### config.mk
export PLATFORM = sky130hd
export DESIGN_NAME = jtdd_gfx_arb
export DESIGN_NICKNAME = d
export VERILOG_FILES = /design/src/rtl/jtdd_gfx_arb.sv
export SDC_FILE = /design/constraint.sdc
export NUM_CORES = 1
export LEC_CHECK = 0
export CAP_MARGIN = 10
export CORE_MARGIN = 1
export CORE_UTILIZATION = 40
export DETAILED_ROUTE_END_ITERATION = 12
export GPL_TIMING_DRIVEN = 0
export PLACE_DENSITY = 0.67
export SETUP_SLACK_MARGIN = 0.02
export SLEW_MARGIN = 5
export SYNTH_ARGS = -nofsm -noshare
export SYNTH_HDL_FRONTEND = slang
export SYNTH_SLANG_ARGS = --single-unit
### constraint.sdc
create_clock -name clk -period 4.15 [get_ports clk]
set_clock_uncertainty 0.15 [all_clocks]
set_input_delay 0.83 -clock clk [delete_from_list [all_inputs] [get_ports clk]]
set_output_delay 0.83 -clock clk [all_outputs]
set_load 0.03 [all_outputs]
### src/rtl/jtdd_gfx_arb.sv
// jtdd_gfx_arb: shares one SDRAM read port between the char, scroll and object ROM fetchers
//
// Each layer keeps a one-word cache (last address, data, valid). A layer whose
// live address misses its cache is pending; pending layers are granted one at a
// time and a single SDRAM read is issued per grant. Returned data is always
// stored against the address that was issued, so a requester that moves on
// while its read is in flight simply misses again and is served later.
//
// Build option: define JTDD_ARB_RR_EN for round-robin grant (search starts at
// the slot after the last winner, char->scr->obj->char, pointer resets to char).
// Without it the grant is fixed priority char > scr > obj.
//
// Ports:
//   clk, rst_n                       clock, asynchronous active-low reset
//   char_cs/scr_cs/obj_cs            requester active
//   char_addr/scr_addr/obj_addr      requester ROM addresses
//   char_data/scr_data/obj_data      cached word per layer
//   char_ok/scr_ok/obj_ok            cached word matches the live address
//   sdram_addr, sdram_req            read address and request to the SDRAM controller
//   sdram_ack                        request accepted (one-cycle pulse)
//   data_rdy, sdram_data             read data valid (one-cycle pulse) and data
module jtdd_gfx_arb #(
    parameter int          DW          = 16,
    parameter int          CHAR_AW     = 15,
    parameter int          SCR_AW      = 17,
    parameter int          OBJ_AW      = 18,
    parameter logic [21:0] CHAR_OFFSET = 22'h00000,
    parameter logic [21:0] SCR_OFFSET  = 22'h08000,
    parameter logic [21:0] OBJ_OFFSET  = 22'h28000
) (
    input  logic               clk,
    input  logic               rst_n,
    input  logic               char_cs,
    input  logic               scr_cs,
    input  logic               obj_cs,
    input  logic [CHAR_AW-1:0] char_addr,
    input  logic [SCR_AW-1:0]  scr_addr,
    input  logic [OBJ_AW-1:0]  obj_addr,
    output logic [DW-1:0]      char_data,
    output logic [DW-1:0]      scr_data,
    output logic [DW-1:0]      obj_data,
    output logic               char_ok,
    output logic               scr_ok,
    output logic               obj_ok,
    output logic [21:0]        sdram_addr,
    output logic               sdram_req,
    input  logic               sdram_ack,
    input  logic               data_rdy,
    input  logic [DW-1:0]      sdram_data
);
    // widest requester address, used to carry the issued address back to its slot
    localparam int RAW = (CHAR_AW > SCR_AW) ? ((CHAR_AW > OBJ_AW) ? CHAR_AW : OBJ_AW)
                                            : ((SCR_AW > OBJ_AW) ? SCR_AW : OBJ_AW);

    typedef enum logic [1:0] {ST_IDLE, ST_REQ, ST_WAIT} state_t;

    state_t             r_state, w_next;
    logic [CHAR_AW-1:0] r_char_last;
    logic [SCR_AW-1:0]  r_scr_last;
    logic [OBJ_AW-1:0]  r_obj_last;
    logic [DW-1:0]      r_char_data, r_scr_data, r_obj_data;
    logic [2:0]         r_valid;
    logic [21:0]        r_issue_addr;
    logic [1:0]         r_issue_id;
    logic [RAW-1:0]     r_issue_raddr;
    logic [2:0]         w_hit, w_pend;
    logic [1:0]         w_gid;
    logic [RAW-1:0]     w_raddr;
    logic [21:0]        w_off;
    logic               w_store;

    assign w_hit[0] = r_valid[0] && char_addr == r_char_last;
    assign w_hit[1] = r_valid[1] && scr_addr == r_scr_last;
    assign w_hit[2] = r_valid[2] && obj_addr == r_obj_last;
    assign w_pend   = {obj_cs & ~w_hit[2], scr_cs & ~w_hit[1], char_cs & ~w_hit[0]};

`ifdef JTDD_ARB_RR_EN
    logic [1:0] r_ptr;
    // search order rotates so the slot after the last winner is looked at first
    always_comb begin
        w_gid = 2'd0;
        case (r_ptr)
            2'd0:    w_gid = w_pend[1] ? 2'd1 : w_pend[2] ? 2'd2 : 2'd0;
            2'd1:    w_gid = w_pend[2] ? 2'd2 : w_pend[0] ? 2'd0 : 2'd1;
            default: w_gid = w_pend[0] ? 2'd0 : w_pend[1] ? 2'd1 : 2'd2;
        endcase
    end
    always_ff @(posedge clk or negedge rst_n) begin
        if (!rst_n)
            r_ptr <= 2'd0;
        else if (r_state == ST_IDLE && |w_pend)
            r_ptr <= w_gid;
    end
`else
    assign w_gid = w_pend[0] ? 2'd0 : w_pend[1] ? 2'd1 : 2'd2;
`endif

    assign w_raddr = w_gid == 2'd0 ? RAW'(char_addr) : w_gid == 2'd1 ? RAW'(scr_addr) : RAW'(obj_addr);
    assign w_off   = w_gid == 2'd0 ? CHAR_OFFSET : w_gid == 2'd1 ? SCR_OFFSET : OBJ_OFFSET;

    // ack and data_rdy together in REQ complete the read in one step
    always_comb begin
        w_next  = r_state;
        w_store = 1'b0;
        case (r_state)
            ST_IDLE: w_next = |w_pend ? ST_REQ : ST_IDLE;
            ST_REQ: begin
                w_store = sdram_ack && data_rdy;
                w_next  = !sdram_ack ? ST_REQ : data_rdy ? ST_IDLE : ST_WAIT;
            end
            ST_WAIT: begin
                w_store = data_rdy;
                w_next  = data_rdy ? ST_IDLE : ST_WAIT;
            end
            default: w_next = ST_IDLE;
        endcase
    end

    always_ff @(posedge clk or negedge rst_n) begin
        if (!rst_n) begin
            r_state       <= ST_IDLE;
            r_issue_addr  <= '0;
            r_issue_id    <= '0;
            r_issue_raddr <= '0;
        end else begin
            r_state <= w_next;
            if (r_state == ST_IDLE && |w_pend) begin
                r_issue_addr  <= 22'(w_raddr) + w_off;
                r_issue_id    <= w_gid;
                r_issue_raddr <= w_raddr;
            end
        end
    end

    always_ff @(posedge clk or negedge rst_n) begin
        if (!rst_n) begin
            r_char_last <= '0;
            r_scr_last  <= '0;
            r_obj_last  <= '0;
            r_char_data <= '0;
            r_scr_data  <= '0;
            r_obj_data  <= '0;
            r_valid     <= '0;
        end else if (w_store) begin
            case (r_issue_id)
                2'd0: begin
                    r_char_last <= r_issue_raddr[CHAR_AW-1:0];
                    r_char_data <= sdram_data;
                    r_valid[0]  <= 1'b1;
                end
                2'd1: begin
                    r_scr_last <= r_issue_raddr[SCR_AW-1:0];
                    r_scr_data <= sdram_data;
                    r_valid[1] <= 1'b1;
                end
                default: begin
                    r_obj_last <= r_issue_raddr[OBJ_AW-1:0];
                    r_obj_data <= sdram_data;
                    r_valid[2] <= 1'b1;
                end
            endcase
        end
    end

    assign sdram_req  = r_state == ST_REQ;
    assign sdram_addr = r_issue_addr;
    assign char_ok    = char_cs && w_hit[0];
    assign scr_ok     = scr_cs && w_hit[1];
    assign obj_ok     = obj_cs && w_hit[2];
    assign char_data  = r_char_data;
    assign scr_data   = r_scr_data;
    assign obj_data   = r_obj_data;
endmodule
### Word level (Yosys, flattened, before mapping)

Cells that the tools add are included.

| cells by class | value |
|---|---|
| add/subtract/negate cells | 1 |
| equal/unequal tests | 7 |
| mux-type cells | 11 |
| bitwise logic cells | 7 |
| reductions and logical operators | 16 |

Operators by type and width:

| operator | number |
|---|---|
| two-way mux 18 bit | 4 |
| adder 18 x 18 -> 19 bit | 1 |
| == test 18 bit | 1 |
| == test 17 bit | 1 |
| == test 15 bit | 1 |
| logical AND 1 bit | 8 |
| two-way mux 2 bit | 4 |
| == test 2 x 1 -> 1 bit (second input constant) | 3 |
| zero test 2 bit | 3 |
| case mux 2 bit (3 select lines) | 1 |
| AND reduction 2 bit | 3 |
| inverter 1 bit | 4 |
| bitwise AND 1 bit | 3 |
| OR reduction 3 bit | 1 |
| == test 2 bit (second input constant) | 1 |
| case mux 1 bit (2 select lines) | 1 |
| OR reduction 2 bit | 1 |
| two-way mux 1 bit | 1 |

| storage, ports and cells | value |
|---|---|
| bits in registers | 145 |
| input port bits | 73 |
| output and inout port bits | 74 |
| word-level logic and storage cells | 55 |

### Logic depth before layout (Yosys ltp)

Gate-level depths: netlist (run 1).

| logic depth | value |
|---|---|
| depth in word-level cells | 10 |
| gate-level depth with buffers | 10 |
| gate-level depth less buffers | 9 |

### Least setup slack after synthesis (run 1)

Ideal clock, no wire load.

| path | value |
|---|---|
| kind | input to output |
| start | in char_addr[8] |
| end | out char_ok |
| data arrival time | 2.101 ns |
| data required time | 3.170 ns |
| path slack | 1.069 ns |
| stages | 4 |
| path buffers | 0 |
| cells stage by stage | xor2_1 -> nor4_4 -> nand2_1 -> nor3_1 |

| between the ends | value |
|---|---|
| cells in the longest elaborated chain, start to end | 3 |

RTL lines:

| item | RTL line | RTL |
|---|---|---|
| start, declared | 36 | `input logic [CHAR_AW-1:0] char_addr,` |
| == test 15 bit | 72 | `assign w_hit[0] = r_valid[0] && char_addr == r_char_last;` |
| logical AND 1 bit | 72 |  |
| logical AND 1 bit | 167 | `assign char_ok = char_cs && w_hit[0];` |
| end, declared | 42 | `output logic char_ok,` |

Every way passes these cells.

### Final worst setup path (run 1)

| path | value |
|---|---|
| start | in scr_addr[14] |
| end | out scr_ok |

| between the ends | value |
|---|---|
| cells in the longest elaborated chain, start to end | 3 |

RTL lines:

| item | RTL line | RTL |
|---|---|---|
| start, declared | 37 | `input logic [SCR_AW-1:0] scr_addr,` |
| == test 17 bit | 73 | `assign w_hit[1] = r_valid[1] && scr_addr == r_scr_last;` |
| logical AND 1 bit | 73 |  |
| logical AND 1 bit | 168 | `assign scr_ok = scr_cs && w_hit[1];` |
| end, declared | 43 | `output logic scr_ok,` |

Every way passes these cells.

==> results of run 1 <==
==> cells in the mapped netlist, types with 3 or more instances <==
cell / number / area share [%]
dfrtp_1: 127 / 53
nand2_1: 21 / 1.3
nand4_1: 7 / 0.73
buf_4: 20 / 2.5
nor3_1: 5 / 0.42
nand2b_1: 4 / 0.42
xor2_1: 19 / 2.8
mux2_1: 4 / 0.75
ha_1: 6 / 1.2
xnor2_1: 32 / 4.7
mux2_2: 103 / 19
mux2_4: 10 / 2.5
nor4_4: 3 / 1.1
a21oi_1: 4 / 0.33
clkbuf_1: 9 / 0.56
mux2i_1: 17 / 2.8
buf_2: 3 / 0.25
o21ai_0: 17 / 1.4
inv_1: 5 / 0.31
nor2_1: 5 / 0.31
==> per-layer routing <==
layer	track usage, %	up-vias	part of all wire [%]
li1	-	1864	-
met1	26.1	2002	44
met2	33.6	134	48
met3	6.79	16	7.0
met4	6.24	0	1.6
met5	0	-	0
==> path summary, 6_finish.rpt <==
| kind | from | endpoint | depth (start not counted) |
|---|---|---|---|
| min | rst_n | r_obj_last[11] | 1 |
| max in group asynchronous | rst_n | char_data[6] | 2 |
| min reg2reg | r_valid[2] | r_valid[2] | 1 |
| min in group clk | r_valid[2] | r_valid[2] | 1 |
| max reg2reg | r_scr_last[14] | sdram_addr[18] | 10 |
| max | scr_addr[14] | scr_ok | 6 |
==> worst register-to-register path, cell delays in order, from the launching register on <==
cell	delay (ns)
dfrtp_1	0.38
xor2_1	0.20
nor4_2	0.42
and3_1	0.26
a21bo_2	0.14
buf_4	0.21
nor2b_1	0.25
and2_1	0.19
ha_1	0.25
nor4b_1	0.15
o31a_1	0.25
==> layout by cell type (no fill, tap or decap), types with 13 or more instances in the layout <==
| cell type | count |
|---|---|
| clkdlybuf4s50_1 | 142 |
| dfrtp_1 | 127 |
| mux2_2 | 103 |
| xnor2_1 | 32 |
| nand2_1 | 21 |
| buf_4 | 20 |
| xor2_1 | 19 |
| mux2i_1 | 17 |
| o21ai_0 | 17 |
| clkbuf_16 | 17 |
| clkbuf_1 | 13 |
==> flip-flops by register name, indices dropped and copies added (netlist names) <==
signal / cells
r_issue_raddr: 18
sdram_addr: 4
scr_data: 16
r_state: 2
r_char_last: 15
r_valid: 3
r_issue_id: 2
char_data: 16
obj_data: 16
r_obj_last: 18
r_scr_last: 17
==> report_power, final <==
part,internal (mW),switching (mW)
Combinational,1.46,1.43
Sequential,1.83,0.408
Clock,0.922,0.492
Total,4.21,2.32
==> area by class of cell <==
type                    count  area [um2]  area share [%]
plain buffers              34         225            2.72
clock buffers              24         482            5.81
multi-input cells         280        2610            31.5
well taps                 184         230            2.78
flip-flops and latches    127        3180            38.3
clock inverters             7        85.1            1.03
repair buffers            145        1470            17.7
inverters                   5        18.8           0.226
==> logic make-up (layout without fill, tap and decap cells) <==
family,after synthesis,in the layout
multiplexers,134,134
XOR/XNOR,51,51
adder cells (fa/ha/maj),6,6
flip-flops,127,127
other,1,3
buffers and inverters,39,215
AND/OR/NAND/NOR,60,60
AO/OA/AOI/OAI,26,26
==> metrics by stage <==
| step | util [%] | power (mW) | hold slack, ns |
|---|---|---|---|
| 2_1_floorplan | - | 4.02 | 0.280 |
| 3_3_place_gp | 52.7 | 5.07 | 0.300 |
| 3_5_place_dp | 52.9 | 5.15 | 0.320 |
| 4_1_cts | 56.8 | 6.61 | 0.151 |
| 5_1_grt | 56.9 | 6.88 | 0.168 |
| 6_report | 56.9 | 6.53 | 0.158 |
==> repair_timing <==
action                     4_1_cts  5_1_grt
resized for setup                1        1
gates cloned                     0        0
setup endpoints to repair        1        1
==> reports/results.ini, run 1 <==
[timing]
final-setup-viol-count=0
worst_slew_pin_slew_ns=0.785
finalMaxSlewViolations=0
rsz0062_at_grt=false
final.setup.worst_slack_ns=0.135
max_freq_mhz=249
relSlewSlack_pct=47.2
fin_crit_sh_pct=96.7
finalSetupTns_ns=0
fin_crit_ns=4.02
finalHoldViolations=0

[synth]
synth_edf_count=0
synth_compound_area_share_pct=2.77
yosysUniqueCellTypes=40
synth.area.mux_share_pct=25.4
syn_avg_cell_area_um2=13.5
synth_top_family_by_area=multiplexers
syn_inst=444
ys_async_sr_fraction_pct=100
yosys_warnings=0
yosysSeqAreaShare_pct=52.9
synth_seq_cells=127
synth-simple-area-share_pct=6.22
netlist_area_mm2=0.00601
synth_flop_cell=dfrtp_1
synthAdderAreaFrac_pct=1.25
synth_xor_xnor_area_share_pct=7.43

[setup_path]
critPathCaptureType=output pin
r2r_setup_slack_ns=1.19
crit_path_max_fanout=3
cp_slowest_cell=clkdlybuf4s50_1
crit_type=primary input to output pin
critPathTopFamily=buffers and inverters
path_buf_inv=2
critical_path.max_stage_delay_ns=0.67
cp-start-kind=primary input
crit_path_cell_trace=clkdlybuf4s50_1, xor2_1, nor4_2, and3_1, and3_1, clkdlybuf4s50_1
cp.required_ns=3.17
arrival_ns=3.04

[placement]
place_inst=775
dp_worst_setup_slack_ns=-0.0216
io_buffers=143
gp_congestion=0.808
dpl_cell_area_mm2=0.00772
place_hpwl_mm=11.1

[grt]
grt_pass1_wl_mm=24.2
grt_max_degree=97
grt.overflow.total=0
first_global_vias=4396
antenna_found_initial=0
grt_usage_pct=20.7

[clock_tree]
clkLatencyLatePin_ns=0.41
numCtsBuffers=17
cts_tree=built
h-tree-depth=4
ctsHoldBuffers=0
post_cts_buffers=0
cts_sinks=127
path_clk_slew_ns=0.05
cts-root-buf=clkbuf_16
clk_path_buf_depth=2

[die]
die_w_um=125
start_util_pct=41.2
die-area_mm2=0.0155
core-area_mm2=0.0146
placementRows=44
num_io_pins=147
die_h_um=125

[routing]
wirelength_mm=15.2
via_count=4016
first_pass_iters=4
drt_iter0_markers=134
detail-route-antenna-nets=0
wl_per_cell_um=18.8
route.detailed.drc=0
vias_per_cell=4.98

[finish]
diodes=0
fillers=1193
final_design_area_no_fill_mm2=0.00829
layout.nets=689
final_cell_count_no_fill=806
area_delta_synth_final_pct=37.9
drive_above_1_share_pct=28.8

[power_and_ir_drop]
p_per_area_mw_per_mm2=788
vdd_drop_max_mv=0.543
p_leak_nw=3.63

[outcome]
status=completed

[job]
cap_viol_max_count=0

[worst_hold_path]
min-delay-path-class=primary input to async pin

No activity file was read; power rests on OpenSTA's default activity.
==> run 2, diff against run 1 <==
--- a/config.mk
+++ b/config.mk
@@ -8,6 +8,7 @@
 export CAP_MARGIN = 10
 export CORE_MARGIN = 1
 export CORE_UTILIZATION = 40
+export CTS_CLUSTER_DIAMETER = 30
 export DETAILED_ROUTE_END_ITERATION = 12
 export GPL_TIMING_DRIVEN = 0
 export PLACE_DENSITY = 0.67
==> results of run 2 <==
The final DEF is identical to that of run 1; final timing and power are the same.
==> run 3, diff against run 2 <==
--- a/config.mk
+++ b/config.mk
@@ -10,9 +10,11 @@
 export CORE_UTILIZATION = 40
 export CTS_CLUSTER_DIAMETER = 30
 export DETAILED_ROUTE_END_ITERATION = 12
-export GPL_TIMING_DRIVEN = 0
+export GPL_TIMING_DRIVEN = 1
 export PLACE_DENSITY = 0.67
+export RECOVER_POWER = 50
 export SETUP_SLACK_MARGIN = 0.02
+export SKIP_CTS_REPAIR_TIMING = 1
 export SLEW_MARGIN = 5
 export SYNTH_ARGS = -nofsm -noshare
 export SYNTH_HDL_FRONTEND = slang
==> run 3 against run 2 <==
  * The run now ends with max-capacitance violations, max-slew violations left
  * Worst setup slack better by 0.072 ns
  * Clock power up 14%
  * Count of clock-buffer cells in the layout down 2
  * Wire length down 1.4%
  * Global-route usage down 0.85 points
  * Largest cell class unchanged
==> reports/results.ini, run 3 (synthesis gave the netlist of run 1 again) <==
[outcome]
status=finished with violations
violations=max-capacitance violations, max-slew violations

[placement]
dpl_cell_area_mm2=0.00757
place_hpwl_mm=10.4
place_inst=751
gp_congestion=0.772
io_buffers=143
dp_worst_setup_slack_ns=0.191

[die]
core-area_mm2=0.0146
num_io_pins=147
start_util_pct=41.2
die-area_mm2=0.0155
placementRows=44
die_w_um=125
die_h_um=125

[timing]
finalSetupTns_ns=0
relSlewSlack_pct=-19.5
finalHoldViolations=0
final-setup-viol-count=0
fin_crit_sh_pct=95.0
worst_hold_slack_ns=0.318
rsz0062_at_grt=false
max_freq_mhz=254
worst_slew_pin_slew_ns=1.79
final.setup.worst_slack_ns=0.207
fin_crit_ns=3.94
finalMaxSlewViolations=72

[routing]
detail-route-antenna-nets=0
vias_per_cell=5.05
wirelength_mm=14.9
wl_per_cell_um=19.1
first_pass_iters=7
via_count=3958
route.detailed.drc=0
drt_iter0_markers=175

[finish]
multi_input_area_mm2=0.00260
layout.nets=665
area_delta_synth_final_pct=35.9
drive_above_1_share_pct=27.2
final_design_area_no_fill_mm2=0.00817
reg_top3=r_issue_raddr x18, r_obj_last x18, r_scr_last x17
diodes=0
final_cell_mix=clkdlybuf4s50_1 (141), dfrtp_1 (127), mux2_2 (103)
fin_util_pct=56.0
seqCellArea_mm2=0.00318
fillers=1227
final_cell_count_no_fill=783
final_common_cell=clkdlybuf4s50_1

[clock_tree]
numCtsBuffers=17
h-tree-depth=4
cts_sinks=127
clkLatencyLatePin_ns=0.41
path_clk_slew_ns=0.06
clk_path_buf_depth=2
cts-root-buf=clkbuf_16
cts_tree=built

[setup_path]
r2r_cells=6
crit_type=primary input to output pin
cp-start-kind=primary input
critPathCaptureType=output pin
crit_path_max_fanout=3
arrival_ns=2.96
cp.required_ns=3.17
r2r-start=r_state[1]
worstSetupStartpoint=scr_addr[7]

[grt]
first_global_vias=4255
grt.overflow.total=0
grt_max_degree=72
antenna_found_initial=0
grt_pass1_wl_mm=23.3
grt_usage_pct=19.8

[worst_hold_path]
hold_start=r_valid[0]
hold_depth=1
min-delay-path-class=flip-flop to flip-flop

[power_and_ir_drop]
power.total_mw=6.61
p_leak_nw=3.54
vdd_drop_max_mv=0.399
p_per_area_mw_per_mm2=809

[job]
cap_viol_max_count=1

## run 3: changes by cell type in the layout (fill, tap and decap cells not counted), sizes merged
cell / before / now
bufinv: 2 / 4
clkbuf: 33 / 28
clkinvlp: 0 / 3
buf: 28 / 7
clkdlybuf4s50: 142 / 141
clkinv: 5 / 3
dlygate4sd3: 0 / 1
## run 3: cell type report
cell class | instances | area share, %
multi-input cells | 280 | 31.9
repair buffers | 155 | 18.3
clock inverters | 10 | 1.93
well taps | 184 | 2.82
flip-flops and latches | 127 | 38.9
inverters | 5 | 0.230
clock buffers | 22 | 5.93
## run 3: worst paths after layout
check                                        end  slack (ns)
worst max-delay path                      scr_ok        0.21
worst min-delay path                  r_valid[0]        0.32
worst max register to register     r_obj_last[5]        1.30
worst min register to register        r_valid[0]        0.32
max in group asynchronous          r_issue_id[1]        0.80
min in group asynchronous       r_issue_raddr[9]        0.60
## run 3: critical path: stages
cell	delay, ns
clkdlybuf4s50_1	0.44
xnor2_1	0.27
nand4_1	0.14
nor3_1	0.35
and3_1	0.24
clkdlybuf4s50_1	0.68
## run 3: metal layers
| metal | part of all wire (%) | track usage, % | up-vias |
|---|---|---|---|
| met3 | 7.4 | 7.09 | 20 |
| met2 | 46 | 30.9 | 138 |
| met1 | 45 | 25.2 | 1982 |
| met4 | 1.7 | 7.37 | 0 |
| met5 | 0 | 0 | - |
| li1 | - | - | 1818 |
## run 3: where the power goes
group          leakage [nW]  switching [mW]  internal [mW]
clock network         0.308           0.544           1.07
logic                  1.65            1.40           1.36
registers              1.58           0.412           1.83
total                  3.54            2.36           4.25
